[config.mk]
export PLATFORM = sky130hd
export DESIGN_NAME = nibble_serial_adder_ctrl
export DESIGN_NICKNAME = d
export VERILOG_FILES = /design/src/rtl/nibble_serial_adder_ctrl.sv
export SDC_FILE = /design/constraint.sdc
export NUM_CORES = 1
export LEC_CHECK = 0
export CAP_MARGIN = 20
export CORE_MARGIN = 3
export CORE_UTILIZATION = 25
export DETAILED_ROUTE_END_ITERATION = 10
export PLACE_DENSITY = 0.46
export SLEW_MARGIN = 20
export SYNTH_ARGS = -nofsm -noshare
export SYNTH_HDL_FRONTEND = slang
export SYNTH_SLANG_ARGS = --single-unit
export TNS_END_PERCENT = 50
[constraint.sdc]
create_clock -name clk -period 2 [get_ports clk]
set_input_delay 0.3 -clock clk [delete_from_list [all_inputs] [get_ports clk]]
set_output_delay 0.3 -clock clk [all_outputs]
set_load 0.02 [all_outputs]
[src/rtl/nibble_serial_adder_ctrl.sv]
// rtl/nibble_serial_adder_ctrl.sv - nibble-serial sequencer around an external 4-bit ripple-carry slice
//
// Ports:
//   clk, rst_n                       clock (rising edge), asynchronous active-low reset
//   in_valid/in_ready                operand handshake; in_a, in_b (WIDTH), in_cin
//   add_a, add_b, add_cin            nibble operands and carry driven to the slice
//   add_sum, add_cout                slice sum and per-bit carries returned
//   out_valid/out_ready              result handshake; out_sum (WIDTH), out_cout, out_ovf

module nibble_serial_adder_ctrl #(
   parameter int WIDTH = 16
) (
   input  logic             clk,
   input  logic             rst_n,
   input  logic             in_valid,
   output logic             in_ready,
   input  logic [WIDTH-1:0] in_a,
   input  logic [WIDTH-1:0] in_b,
   input  logic             in_cin,
   output logic [3:0]       add_a,
   output logic [3:0]       add_b,
   output logic             add_cin,
   input  logic [3:0]       add_sum,
   input  logic [3:0]       add_cout,
   output logic             out_valid,
   input  logic             out_ready,
   output logic [WIDTH-1:0] out_sum,
   output logic             out_cout,
   output logic             out_ovf
);

   localparam int NIB = WIDTH / 4;
   localparam int CW  = (NIB > 1) ? $clog2(NIB) : 1;
   localparam logic [CW-1:0] LAST = CW'(NIB - 1);

   typedef enum logic [1:0] {
      IDLE = 2'd0,
      RUN  = 2'd1,
      DONE = 2'd2
   } state_t;

   state_t           state;
   state_t           state_next;
   logic [WIDTH-1:0] a_reg;
   logic [WIDTH-1:0] b_reg;
   logic [WIDTH-1:0] sum_reg;
   logic             carry_reg;
   logic             cout_reg;
   logic             ovf_reg;
   logic [CW-1:0]    cnt;
   logic             accept;
   logic             last_nib;

   assign accept   = in_valid && (state == IDLE);
   assign last_nib = (cnt == LAST);

   always_ff @(posedge clk or negedge rst_n) begin
      if (!rst_n) begin
         state <= IDLE;
      end else begin
         state <= state_next;
      end
   end

   always_comb begin
      state_next = state;
      in_ready   = 1'b0;
      out_valid  = 1'b0;
      add_a      = 4'd0;
      add_b      = 4'd0;
      add_cin    = 1'b0;
      case (state)
         IDLE: begin
            in_ready = 1'b1;
            if (in_valid) begin
               state_next = RUN;
            end
         end
         RUN: begin
            add_a   = a_reg[{cnt, 2'b00} +: 4];
            add_b   = b_reg[{cnt, 2'b00} +: 4];
            add_cin = carry_reg;
            if (last_nib) begin
               state_next = DONE;
            end
         end
         DONE: begin
            out_valid = 1'b1;
            if (out_ready) begin
               state_next = IDLE;
            end
         end
         default: begin
            state_next = IDLE;
         end
      endcase
   end

   // Datapath registers. sum_reg is rebuilt nibble by nibble during RUN; it is
   // only exposed as a valid result once DONE is reached, so the partially
   // updated value seen during RUN is never handed downstream.
   always_ff @(posedge clk or negedge rst_n) begin
      if (!rst_n) begin
         a_reg     <= '0;
         b_reg     <= '0;
         sum_reg   <= '0;
         carry_reg <= 1'b0;
         cout_reg  <= 1'b0;
         ovf_reg   <= 1'b0;
         cnt       <= '0;
      end else begin
         if (accept) begin
            a_reg     <= in_a;
            b_reg     <= in_b;
            carry_reg <= in_cin;
            cnt       <= '0;
         end else if (state == RUN) begin
            sum_reg[{cnt, 2'b00} +: 4] <= add_sum;
            carry_reg                  <= add_cout[3];
            if (last_nib) begin
               cout_reg <= add_cout[3];
               // Signed overflow: carry into the sign bit differs from carry out.
               ovf_reg  <= add_cout[3] ^ add_cout[2];
               cnt      <= '0;
            end else begin
               cnt <= cnt + 1'b1;
            end
         end
      end
   end

   assign out_sum  = sum_reg;
   assign out_cout = cout_reg;
   assign out_ovf  = ovf_reg;

endmodule

### Word-level counts from Yosys, hierarchy flattened

Index checks and enable logic that the tools add are counted.

| operators by class | value |
|---|---|
| magnitude comparators | 0 |
| reduce and logical (&&, ||, !) cells | 6 |
| multiply operators | 0 |
| muxes and demuxes | 15 |
| add/subtract/negate cells | 2 |
| bitwise operators | 2 |
| equal/unequal tests | 6 |
| div/mod/pow operators | 0 |
| shift operators | 4 |

Operators with widths:

| cell | count |
|---|---|
| 16-bit by 5-bit indexed part select with 4-bit output | 2 |
| 16-bit bitwise mux | 1 |
| 4-bit by 6-bit variable shift with 16-bit output (first input constant) | 1 |
| 4-bit by 6-bit indexed part select with 16-bit output | 1 |
| 2-bit two-way mux | 6 |
| 4-bit two-way mux | 2 |
| 2-bit inequality test (second input constant) | 3 |
| 4-bit negator with 6-bit output | 1 |
| 2-bit one-hot mux with 3 select lines | 1 |
| 3-bit AND reduction | 2 |
| 1-bit two-way mux | 5 |
| 2-bit == test (second input constant) | 2 |
| 2-bit by 1-bit adder with 2-bit output (second input constant) | 1 |
| 2-bit by 1-bit == test with 1-bit output (second input constant) | 1 |
| 2-bit zero test | 1 |
| 2-bit AND reduction | 1 |
| 2-bit nonzero test | 1 |
| 1-bit logical AND | 1 |
| 1-bit NOT | 1 |
| 1-bit bitwise XOR | 1 |

| storage, ports and cells | value |
|---|---|
| bits in latches | 0 |
| flip-flop bits (word level) | 55 |
| memories kept | 0 |
| output and inout port bits | 29 |
| bits in read-only memories | 0 |
| word-level logic and storage cells | 43 |
| RAM bits | 0 |
| input bits | 45 |

### Depth between registers and ports, before layout

| logic depth | value |
|---|---|
| depth after elaboration | 4 |
| gate-level depth with buffers | 7 |
| mapped depth without buffers | 5 |

### Worst setup path before layout

No wires, ideal clock.

| timing path | value |
|---|---|
| path kind | register to register |
| from | register cnt[1] |
| to | register sum_reg[13], in the netlist out_sum[13] |
| buffers on the path | 2 |
| arrival time | 1.887 ns |
| setup slack | 0.047 ns |
| stages on the path, launching flop included | 8 |
| cells stage by stage | dfrtp_1 > buf_4 > buf_4 > inv_1 > ha_1 > or3b_1 > nor4_2 > a22o_1 |

| between the ends | value |
|---|---|
| cells in the longest elaborated chain, start to end | 3 |

RTL lines:

| what | line | source |
|---|---|---|
| from (decl) | 50 | `logic [CW-1:0] cnt;` |
| from (signal assigned) | 126 | `cnt <= cnt + 1'b1;` |
| 4-bit negator with 6-bit output * | 118 | `sum_reg[{cnt, 2'b00} +: 4] <= add_sum;` |
| 4-bit by 6-bit indexed part select with 16-bit output or 4-bit by 6-bit variable shift with 16-bit output (tied branches) | 118 |  |
| 16-bit bitwise mux * | 118 |  |
| to (signal, indexed assignment) | 118 |  |
| to (decl) | 46 | `logic [WIDTH-1:0] sum_reg;` |

Every way passes the cells marked *; elsewhere a longest branch is shown, timed or not.
A chain may end at the register's enable or synchronous reset.

### Worst setup path after layout

| timing path | value |
|---|---|
| from | register state[1] |
| to | output port add_b[1] |

| between the ends | value |
|---|---|
| cells in the longest elaborated chain, start to end | 2 |

RTL lines:

| what | line | source |
|---|---|---|
| from (decl) | 42 | `state_t state;` |
| from (signal assigned) | 61 | `state <= state_next;` |
| 2-bit by 1-bit == test with 1-bit output | 72 | `case (state)` |
| 4-bit two-way mux | 72 |  |
| to (decl) | 21 | `output logic [3:0] add_b,` |

Every way passes these cells.

==> summary.log <==
qor: global_routing.first_global_vias 1912
qor: critical_path.timing.critical_path.slowest_cell_delay 390 ps
qor: placed_design.dpl.cell_count 415
qor: detailed_routing.route.final.wire_length 6.14 mm
qor: detailed_routing.route.detailed.drc 0
qor: critical_path.data_arrival_at_the_endpoint_of_the_critical_path 1610 ps
qor: critical_path.cpLargestDelayFamily flip-flops
qor: cts.cts.sink_count 55
qor: sta.final_max_slew_viol_count 0
qor: floorplan.initial_utilization 26.0%
qor: sta.final.min_clock_period 1910 ps
qor: placed_design.gp_congestion 0.715
qor: floorplan.fp.dieArea 11600 um^2
qor: synth.synthDominantCellAreaShare 53.4%
qor: sta.max_freq 523 MHz
qor: critical_path.reg2reg_to out_sum[15]$_DFFE_PN0P_
qor: cells_and_area.area_delta_synth_final 40.0%
qor: sta.setup-violations-final 0
qor: global_routing.maximum_number_of_pins_on_one_net_before_global_route_repair 34
qor: synth.gate_count_of_the_mapped_netlist 203
qor: cells_and_area.drive_gt1_share 24.4%
qor: cts.worstSkewPairLatency 310 ps
qor: status.run_status completed
qor: critical_path.worst_setup_path_endpoint add_b[1]
qor: cells_and_area.net_total_in_the_final_layout 341
qor: cts.htree_levels 2
qor: sta.slew_headroom 64.0%
qor: detailed_routing.drt_first_pass_iters 4
qor: detailed_routing.drt_first_iter_violations 72
qor: floorplan.num_io_pins 74
qor: critical_path.cp_slowest_cell dfrtp_1
qor: synth.synth.net_count 254
qor: synth.yosys.cell_count.top_type dfrtp_1
qor: critical_path.rrSetupSlack 120 ps
qor: run.maxCapViolations 0
qor: critical_path.cp.depth 5
qor: global_routing.grt.overflow.total 0
qor: global_routing.number_of_antenna_violations_at_the_first_check_in_global_routing 0
qor: pwr.seq_power_share 34.5%
qor: synth.syn_area_per_cell 12.7 um^2
qor: cts.clk_root_buffer_cell clkbuf_8
qor: placed_design.detailed_place.area 3520 um^2
qor: pwr.power.share.combinational 54.4%
qor: synth.postSynth.topFlopCell dfrtp_1
qor: pwr.power_switching 0.00220 W
qor: detailed_routing.avgViaCountPerCell 4.34
qor: sta.finalWorstSetupSlack 88.6 ps
qor: floorplan.core.rowCount 36
qor: synth.synth.ff_latch_count 55
qor: cts.cts_tree done
qor: sta.final.period_utilization 95.6%
qor: placed_design.pre_cts_ws -7.89 ps
qor: pwr.clock_power_share 11.0%
qor: detailed_routing.dr_total_vias 1841
qor: floorplan.die_w 108 um
qor: pwr.switching_part_of_the_total 39.1%
qor: cells_and_area.final_cell_area 3610 um^2
qor: pwr.power.density_cell_area 1560 nW/um^2
qor: cells_and_area.finish.utilization 36.4%
qor: sta.rsz0062_at_grt true
qor: sta.worst_clk_skew 6.37 ps
qor: synth.mappedNetlistArea 2580 um^2
qor: critical_path.worstRegToRegCells 6
qor: critical_path.worstPathBufferInverterCount 2
qor: cells_and_area.n_antenna_cell 0
qor: pwr.p_leak 1.54 nW
qor: hold_path.hold_path_class primary input to async pin
qor: critical_path.timing.critical_path.to_type output pin
qor: critical_path.cp_max_fo 3
qor: detailed_routing.postRouteAntennaNets 0
qor: global_routing.grtUsageTotal 11.2%
qor: critical_path.worstSetupPathType register to output pin
qor: synth.yosysWarningCount 0
qor: pwr.ir_worst_vdd 689 uV
qor: cts.cts.repair_timing.setup_buffer_count 0
qor: synth.synthTopCellsByArea dfrtp_1 53%, mux2_2 13%, mux2i_1 6.2%
qor: synth.post_synth_most_frequent_cells 55 x dfrtp_1, 29 x mux2_2, 25 x nand2_1, 16 x mux2i_1, 13 x o21ai_0
qor: synth.synth.distinct_cells 33
qor: detailed_routing.detail_route.wl_per_cell 14.5 um
qor: critical_path.critical_path.reg2reg.startpoint cnt[1]$_DFFE_PN0P_
qor: cts.ctsLongestPathBuffers 2
qor: placed_design.port_buffers 71
qor: floorplan.floorplan.die.height 108 um
qor: cts.numCtsBuffers 5
qor: cells_and_area.final_cell_count_without_fillers 424
qor: floorplan.core-area 9910 um^2
qor: synth.largest_area_contributor_in_the_netlist dfrtp_1
qor: cts.cts.clk_slew.worst_paths 100 ps
qor: synth.synth_async_sr_flop_share 100%
qor: placed_design.hpwlAfterDp 4.54 mm
qor: sta.tightest_slew 539 ps
qor: sta.timing.final.hold_violations 0
qor: global_routing.grt_first_pass_wirelength 10.1 mm
qor: critical_path.critPathRequiredTime 1700 ps
qor: critical_path.critical_path.startpoint state[1]$_DFFE_PN0P_
qor: pwr.internal_power 0.00343 W
qor: critical_path.critPathLaunchType register
qor: synth.yosysSeqAreaShare 53.4%
qor: synth.synth_enable_flop_cells 0
qor: critical_path.cp_cell_sequence and2b_4, nand2_1, buf_4, o22ai_1, buf_2
## stage by stage
stage	power [W]	setup TNS [ps]	hold slack, ps
6_report	0.00563	0	470
5_1_grt	0.00606	-4.17	507
4_1_cts	0.00565	0	472
3_5_place_dp	0.00515	-13.4	284
3_3_place_gp	0.00512	-0.676	301
2_1_floorplan	0.00387	0	4.41
## placed cells by master, fill, tap and decap left out, types with 2 or more instances in the layout
master	n
buf_4	16
nand2_1	25
mux2_2	29
nand3b_1	3
dlygate4sd2_1	2
mux2_1	3
o21ai_0	13
buf_12	2
clkbuf_8	5
nand3_1	2
o22ai_1	11
nor2_1	4
buf_2	5
clkdlybuf4s50_1	59
dfrtp_1	55
o31ai_1	3
mux2_4	2
a22o_1	4
inv_1	4
mux2i_1	16
ha_1	5
## timing repair
item / CTS / global route
pin swaps: 0 / 0
gates resized for setup: 31 / 10
endpoints found under the setup margin: 10 / 15
hold buffers: 1 / 0
endpoints found under the hold margin: 16 / 0
gates cloned: 0 / 0
## worst reg2reg max path, cell delays in order (launching register included)
cell	delay [ps]
dfrtp_1	420
buf_6	170
inv_1	130
ha_2	320
or3b_1	450
nor4_4	180
a22o_1	160
## cell families after synthesis
| family | after synthesis | share of synthesized area [%] |
|---|---|---|
| buffers and inverters | 12 | 3.40 |
| xor gates and xnor gates | 1 | 0.340 |
| DFF | 55 | 53.4 |
| muxes | 50 | 21.3 |
| AOI/OAI and AO/OA | 32 | 7.62 |
| and+or+nand+nor | 47 | 11.0 |
| adders and majority gates | 6 | 2.91 |
## power by group through the flow
stage	registers, W	logic [W]	clock network [W]
final	0.00194	0.00307	0.000621
after global routing	0.00202	0.00335	0.000688
after CTS	0.00195	0.00304	0.000654
after detailed placement	0.00198	0.00317	0
after global placement	0.00196	0.00316	0
after floorplan	0.00212	0.00176	0
## metal layers
metal  vias to the layer above  track usage [%]  wire [um]
met4                         0             2.98         54
met5                         -                0          0
met2                        52             17.5       2790
met1                       884             15.5       2980
li1                        900                -          -
met3                         5             2.58        317
## layout make-up
cell class / instances / area (um^2)
Fill cell: 1009 / 6300
Sequential cell: 55 / 1380
Clock buffer: 6 / 72.6
Tap cell: 133 / 166
Multi-Input combinational cell: 136 / 1130
Clock inverter: 2 / 12.5
Timing Repair Buffer: 88 / 832
Inverter: 4 / 15.0
## worst min path at each step
| stage | start | end | slack [ps] | cells past startpoint |
|---|---|---|---|---|
| 3_5_place_dp | rst_n | out_sum[3]$_DFFE_PN0P_ | 280 | 1 |
| 6_report | rst_n | out_sum[8]$_DFFE_PN0P_ | 470 | 2 |
| 5_1_grt | rst_n | out_sum[8]$_DFFE_PN0P_ | 510 | 2 |
| 3_3_place_gp | rst_n | out_sum[3]$_DFFE_PN0P_ | 300 | 1 |
| 2_1_floorplan | rst_n | a_reg[0]$_DFFE_PN0N_ | 4 | 0 |
| 4_1_cts | rst_n | out_sum[8]$_DFFE_PN0P_ | 470 | 2 |
Power figures use the tool's default switching activity.
